`config.mk`:
```
export PLATFORM = sky130hd
export DESIGN_NAME = response_signature_collector
export DESIGN_NICKNAME = d
export VERILOG_FILES = /design/src/rtl/sig_pkg.sv /design/src/rtl/sig_lfsr_step.sv /design/src/rtl/response_signature_collector.sv
export SDC_FILE = /design/constraint.sdc
export NUM_CORES = 1
export LEC_CHECK = 0
export CORE_MARGIN = 4
export CORE_UTILIZATION = 30
export CTS_CLUSTER_DIAMETER = 100
export DETAILED_ROUTE_END_ITERATION = 6
export PLACE_DENSITY = 0.58
export SLEW_MARGIN = 10
export SYNTH_ARGS = -nofsm -noshare
export SYNTH_HDL_FRONTEND = slang
export SYNTH_SLANG_ARGS = --single-unit
export TNS_END_PERCENT = 30
```
`constraint.sdc`:
```
create_clock -name CK -period 1.6 [get_ports CK]
set_clock_uncertainty 0.05 [all_clocks]
set_input_delay 0.4 -clock CK [delete_from_list [all_inputs] [get_ports CK]]
set_output_delay 0.4 -clock CK [all_outputs]
set_load 0.01 [all_outputs]
```
`src/rtl/sig_pkg.sv`:
```
// sig_pkg
//  Shared types and constants for the response signature collector.
//  - state_t   : collector FSM states (IDLE, CAPTURE, HOLD)
//  - DEF_POLY  : default CRC-16/CCITT feedback polynomial (x^16 term implied)
//  - DEF_SEED  : default signature value loaded at window start
//  - crc_step  : one serial CRC shift for the default 16-bit width. It is a
//                software-side reference for scripts and benches; the RTL
//                datapath uses the width-parameterised sig_lfsr_step module.
package sig_pkg;

  typedef enum logic [1:0] {
    IDLE    = 2'd0,
    CAPTURE = 2'd1,
    HOLD    = 2'd2
  } state_t;

  localparam logic [15:0] DEF_POLY = 16'h1021;
  localparam logic [15:0] DEF_SEED = 16'h0000;

  // Galois-style serial CRC: the incoming bit is XORed with the MSB that is
  // shifting out, and that feedback selects whether the polynomial is applied.
  function automatic logic [15:0] crc_step(input logic [15:0] sig,
                                           input logic        bit_in,
                                           input logic [15:0] poly);
    logic fb;
    fb = sig[15] ^ bit_in;
    return {sig[14:0], 1'b0} ^ (fb ? poly : 16'h0000);
  endfunction

endpackage

```
`src/rtl/sig_lfsr_step.sv`:
```
// sig_lfsr_step
//  Combinational next-state of a serial CRC signature register.
//  Ports:
//    sig       in  SIG_W  current signature
//    bit_in    in  1      sample being compacted this cycle
//    sig_next  out SIG_W  signature after absorbing bit_in
//  Parameters: SIG_W (register width), POLY (feedback taps, x^SIG_W implied).
module sig_lfsr_step #(
  parameter int               SIG_W = 16,
  parameter logic [SIG_W-1:0] POLY  = SIG_W'(16'h1021)
) (
  input  logic [SIG_W-1:0] sig,
  input  logic             bit_in,
  output logic [SIG_W-1:0] sig_next
);

  logic fb;

  always_comb begin
    fb       = sig[SIG_W-1] ^ bit_in;
    sig_next = {sig[SIG_W-2:0], 1'b0} ^ (fb ? POLY : {SIG_W{1'b0}});
  end

endmodule

```
`src/rtl/response_signature_collector.sv`:
```
// response_signature_collector
//  Samples a circuit-under-test output bit once per clock over a fixed window
//  of WINDOW cycles and compacts it into a serial CRC signature plus a
//  saturating ones count. The result is offered through a valid/ready
//  handshake, one record per window. Capture is bit- and cycle-exact so golden
//  and suspect runs can be compared by signature alone.
//  Ports:
//    CK          in   1      clock, all state on posedge
//    reset       in   1      synchronous active-high reset
//    start       in   1      open a window (honoured only in IDLE)
//    dut_out     in   1      circuit-under-test output, sampled in CAPTURE
//    busy        out  1      high while capturing or holding a record
//    sig_valid   out  1      record valid
//    sig_ready   in   1      logger accepts record
//    signature   out  SIG_W  compacted signature (stable while sig_valid)
//    ones_count  out  CNT_W  count of 1 samples in the window (saturating)
//  All outputs come straight from flops; there is no input-to-output
//  combinational path.
module response_signature_collector
  import sig_pkg::*;
#(
  parameter int               SIG_W  = 16,
  parameter logic [SIG_W-1:0] POLY   = SIG_W'(DEF_POLY),
  parameter logic [SIG_W-1:0] SEED   = SIG_W'(DEF_SEED),
  parameter int               WINDOW = 1000,
  parameter int               CNT_W  = 10
) (
  input  logic             CK,
  input  logic             reset,
  input  logic             start,
  input  logic             dut_out,
  output logic             busy,
  output logic             sig_valid,
  input  logic             sig_ready,
  output logic [SIG_W-1:0] signature,
  output logic [CNT_W-1:0] ones_count
);

  // Parameter sanity: the sample counter must reach WINDOW-1 and the window
  // must contain at least one sample.
  if (WINDOW < 1 || (64'd1 << CNT_W) < 64'(WINDOW)) begin : g_bad_params
    $error("response_signature_collector: need WINDOW>=1 and 2**CNT_W>=WINDOW");
  end
  if (SIG_W < 4) begin : g_bad_width
    $error("response_signature_collector: SIG_W must be >= 4");
  end

  localparam logic [CNT_W-1:0] LAST_CNT = CNT_W'(WINDOW - 1);
  localparam logic [CNT_W-1:0] ONES_MAX = {CNT_W{1'b1}};

  state_t           state, state_next;
  logic [CNT_W-1:0] cnt;
  logic [SIG_W-1:0] sig_next;
  logic             last_sample;

  assign last_sample = (cnt == LAST_CNT);

  sig_lfsr_step #(
    .SIG_W (SIG_W),
    .POLY  (POLY)
  ) u_step (
    .sig      (signature),
    .bit_in   (dut_out),
    .sig_next (sig_next)
  );

  // FSM state register
  always_ff @(posedge CK) begin
    if (reset) state <= IDLE;
    else       state <= state_next;
  end

  // FSM next state. HOLD leaves only on a handshake; a start arriving on the
  // same cycle is dropped because it is only looked at in IDLE.
  always_comb begin
    state_next = state;
    case (state)
      IDLE:    if (start)       state_next = CAPTURE;
      CAPTURE: if (last_sample) state_next = HOLD;
      HOLD:    if (sig_ready)   state_next = IDLE;
      default:                  state_next = IDLE;
    endcase
  end

  // Status outputs registered from the next state so they line up exactly
  // with the state register without a decode after the flop.
  always_ff @(posedge CK) begin
    if (reset) begin
      busy      <= 1'b0;
      sig_valid <= 1'b0;
    end else begin
      busy      <= (state_next != IDLE);
      sig_valid <= (state_next == HOLD);
    end
  end

  // Signature, ones count and sample counter. Results are left untouched in
  // HOLD and IDLE, so the last record stays visible until the next start.
  always_ff @(posedge CK) begin
    if (reset) begin
      signature  <= '0;
      ones_count <= '0;
      cnt        <= '0;
    end else begin
      case (state)
        IDLE: begin
          if (start) begin
            signature  <= SEED;
            ones_count <= '0;
            cnt        <= '0;
          end
        end
        CAPTURE: begin
          signature <= sig_next;
          if (dut_out && (ones_count != ONES_MAX))
            ones_count <= ones_count + 1'b1;
          // Wrap on the last sample so a WINDOW of 2**CNT_W cannot overflow.
          if (last_sample) cnt <= '0;
          else             cnt <= cnt + 1'b1;
        end
        default: ;
      endcase
    end
  end

endmodule

```
==> results list <==
* Core Region: 5610 µm²
* Dominant synthesized flop cell: sky130_fd_sc_hd__dfxtp_1
- Max Buffers Root-to-Sink: 2
- Sw frac: 0.253
- Worst Hold End: state[0]$_SDFF_PP0_
- Result of the run: completed
- Combinational fraction of design power: 0.104
* Part of the total power dissipated in the clock network: 0.370
- For the pin with the worst max-slew slack, the measured transition is 0.342 ns.
* Global-route usage over all layers: 0.131
* RSZ-0062 raised after global routing: true
- In the final routed layout, each cell accounts on average for between 10 and 15 µm.
- Number of buffers added by the clock tree synthesis step: 5
- Power Dens Cells: ~730 nW/µm²
- Cell area after layout: 2640 µm²
* Latest clock arrival within the worst-skew pair: roughly 0.29 ns
- The internal portion of the total power is 0.00145 W.
* CTS hold repair buffers: 0
- Across the VDD grid, the largest voltage drop is 0.395 mV.
- Chain of cells forming the critical path: nand3_4 -> or3_4 -> or3_1 -> a221oi_2
* Die Ht: about 85 µm
- After global routing the overflow that remains totals 0.
- Area share of and/or/nand/nor cells after synthesis: 0.213
* Internal reg-to-reg setup slack: 0.04 ns
- Global-route wire length before repair: between 7000 and 8000 µm
- Gate family responsible for the most delay along the worst path: simple AND/OR/NAND/NOR gates
* Highest fanout seen on the critical path: 5
- FF-to-FF End: ones_count[9]$_SDFFE_PP0P_
* Portion of the post-synthesis area used by sequential elements: 0.451
* Mapped Cells: 200
- At the worst endpoint, the arrival time is 1.72 ns.
* Portion of netlist area occupied by mux cells: 0.00563
* Standard-cell row count: 27
- After synthesis, the largest family of logic cells by area is compound AO/OA/AOI/OAI gates.
* Effective utilization at floorplan: 0.317
- The number of buffers and inverters on the critical path is 0.
- TritonCTS built the clock tree.
* Area of the mapped netlist: 1780 µm²
- The worst setup path is launched from a flip-flop.
- The synthesized design spends more area on one cell type than any other, namely sky130_fd_sc_hd__dfxtp_1.
- Critical path's slowest cell: sky130_fd_sc_hd__or3_4
- Of the cells placed in the final design, the portion with a size suffix greater than 1 is 0.271.
* Slew headroom: 0.771
- Area share of the leading cell type in the synthesized netlist: 0.451
- Relative area change from synthesis to final layout: 48.7%
* Type of element capturing the critical path: flip-flop
- Final routed wirelength across all metal layers: around 4700 µm
- Post-synth cell types: 40
- Via count: 1792
- Leakage component of the power: 1.08 nW
- Setup violations remaining at the end of the flow were counted as 0.
- Remaining design rule violation count: 0
* Chip width: 85.0 µm
- The die covers 7220 µm².
- In this run the remaining antenna-violating nets after routing total 0.
- Period utilisation layout: 0.976
* Total stage count of the critical path: 4
* R2R Path Start: ones_count[1]$_SDFFE_PP0P_
* Relative contribution of sequential cells to total power: 0.526
- Setup total negative slack on the finished layout was measured at 0 ns.
* CTS clock-pin slew for the worst setup and hold paths: 0.08 ns
* Vias in the first global route: 1650
* Synth Net Count: 207
* Overall Power: 0.00194 W
- Of the total synthesized cell area, the portion taken by XOR and XNOR cells is 0.0148.
* Number of enable-type register cells in the synthesized netlist: 0
- After synthesis, the mean cell area works out to about 8.9 µm².
- Total count of hold-check failures in the final report: 0
- Non-filler cells, final: 338
- The path class of the tightest hold or removal check is flip-flop to flip-flop.
- By area the synthesized netlist is led by sky130_fd_sc_hd__dfxtp_1 (45%), sky130_fd_sc_hd__a22oi_1 (7.2%), sky130_fd_sc_hd__nor2_1 (5.9%), sky130_fd_sc_hd__a21oi_1 (3.4%), sky130_fd_sc_hd__a311oi_1 (3.0%).
- Derived from the worst setup path, the maximum achievable clock frequency is 641 MHz.
- Switching power total: 0.000490 W
* Antenna violations before repair: 0
- Largest net degree at the start of global routing: 21
- The final layout contains 272 nets.
- After detailed routing, the number of vias per cell comes to 5.30.
* Number of buffers inserted by port buffering: 32
- Flip-flop and latch count after synthesis: 40
- The worst setup path is of the flip-flop to flip-flop kind.
* Largest stage delay on the critical path: 0.40 ns
* Total instance count after detailed placement: about 330
- Antenna diode count: 0
- Maximum level of the CTS H-tree: 2
- The synthesized-area fraction occupied by ao, oa, aoi and oai cells is 0.261.
- Of all flip-flops after synthesis, the portion carrying an async set or reset was 0.
* Count of pins over their slew limit: 0
- For the finished layout, the period the worst path requires is about 1.6 ns.
* Arithmetic-cell share of the synthesized area counting full adders, half adders and majority gates: 0.0141
- The tree is rooted in a sky130_fd_sc_hd__clkbuf_8.
- The startpoint identified for the worst hold timing path is state[0]$_SDFF_PP0_.
- Count of maximum capacitance violations: 0
* Warning count from the yosys run: 0
- For this design the top-level I/O count stands at 33.
* Worst Hold Depth: 1
- Measured in cells, the most critical reg-to-reg path has a length of 4.
* Post-detailed-placement half-perimeter wirelength: 3290 µm
* Cell area after placement: 2440 µm²
- The detailed router finished its first iteration with 90 violations.
- The clock drives 40 sinks.
- Data on the critical path is required at its endpoint by 1.76 ns.
- The pre-antenna-repair detailed-routing pass consisted of 4 iterations.
- Routability cong.: 0.747
synth_stat cells (all sizes together), types with 4 or more instances:
master  count
dfxtp      40
nor2       28
a22oi      17
nand2      13
a21oi      12
o21ai       9
a31oi       7
buf         7
nand3       7
a311oi      6
and3        5
clkbuf      5
and4        4
what timing repair did:
action	in CTS	in global routing
setup buffers	0	3
pin swaps	2	4
endpoints found under the setup margin	32	18
gates resized for setup	34	24
worst reg2reg max path, stage by stage, from the launching register on:
cell                       delay [ns]
sky130_fd_sc_hd__dfxtp_4         0.38
sky130_fd_sc_hd__nand3_4         0.09
sky130_fd_sc_hd__or3_4           0.40
sky130_fd_sc_hd__or3_1           0.37
sky130_fd_sc_hd__a221oi_2        0.20
cells by family after synthesis:
group                      Yosys count
xor gates and xnor gates             3
muxes                                1
and+or+nand+nor                     74
AOI/OAI and AO/OA                   66
DFF                                 40
buffers and inverters               14
adders and majority gates            2
layout by cell type (no fill, tap or decap), drive strengths merged, types with 3 or more instances in the layout:
cell type and n:
clkdlybuf4s50 3, or3 3, nor2 28, a211oi 3, nand2 13, a22oi 17
and4 4, nor3 3, xor2 3, a41oi 3, a21oi 12, nand3 7
nand2b 3, nand3b 3, a311oi 6, dfxtp 40, a31oi 7, o21ai 9
and3 5, buf 38, clkbuf 6, dlygate4sd2 27
flip-flops by register name, indices dropped and copies added, names as in the netlist:
register    flops
ones_count     10
state           2
sig_valid       1
signature      16
cnt            10
busy            1
power groups by stage:
| stage | clock network, W | logic, W | registers, W |
|---|---|---|---|
| global route | 0.000779 | 0.000221 | 0.00102 |
| floorplan | 0 | 0.0000953 | 0.00104 |
| CTS | 0.000738 | 0.000191 | 0.00102 |
| finish | 0.000716 | 0.000201 | 0.00102 |
| detailed placement | 0 | 0.000194 | 0.00104 |
| global placement | 0 | 0.000194 | 0.00104 |
final cells by class:
type,count,area (µm²)
flip-flops and latches,40,816
multi-input cells,146,1020
clock buffers,6,82.6
well taps,72,90.1
repair buffers,70,609
clock inverters,2,15.0
fillers,564,2970
inverters,2,7.51
worst max-delay path by stage:
stage                               start                    endpoint  slack [ns]
2_1_floorplan  ones_count[5]$_SDFFE_PP0P_  ones_count[9]$_SDFFE_PP0P_       -0.03
3_3_place_gp                      dut_out  ones_count[5]$_SDFFE_PP0P_       -0.27
3_5_place_dp                      dut_out  ones_count[9]$_SDFFE_PP0P_       -0.30
4_1_cts               cnt[0]$_SDFFE_PP0P_         cnt[8]$_SDFFE_PP0P_      0.0006
5_1_grt        ones_count[1]$_SDFFE_PP0P_  ones_count[9]$_SDFFE_PP0P_       -0.05
6_report       ones_count[1]$_SDFFE_PP0P_  ones_count[9]$_SDFFE_PP0P_        0.04
metrics by stage:
step           setup slack [ns]  utilization  hold slack, ns
5_1_grt                 -0.0522        0.471           0.444
3_5_place_dp             -0.298        0.435           0.447
6_report                 0.0388        0.471           0.418
3_3_place_gp             -0.265        0.435           0.444
4_1_cts                0.000592        0.450           0.460
2_1_floorplan           -0.0268            -           0.414
per-layer routing:
metal  vias up  GRT usage  part of all wire
li1        885          -                 -
met1       852      0.186              0.50
met2        49      0.196              0.44
met3         6     0.0330             0.044
met4         0     0.0360             0.011
met5         -          0                 0
(Power assumes the default switching activity.)
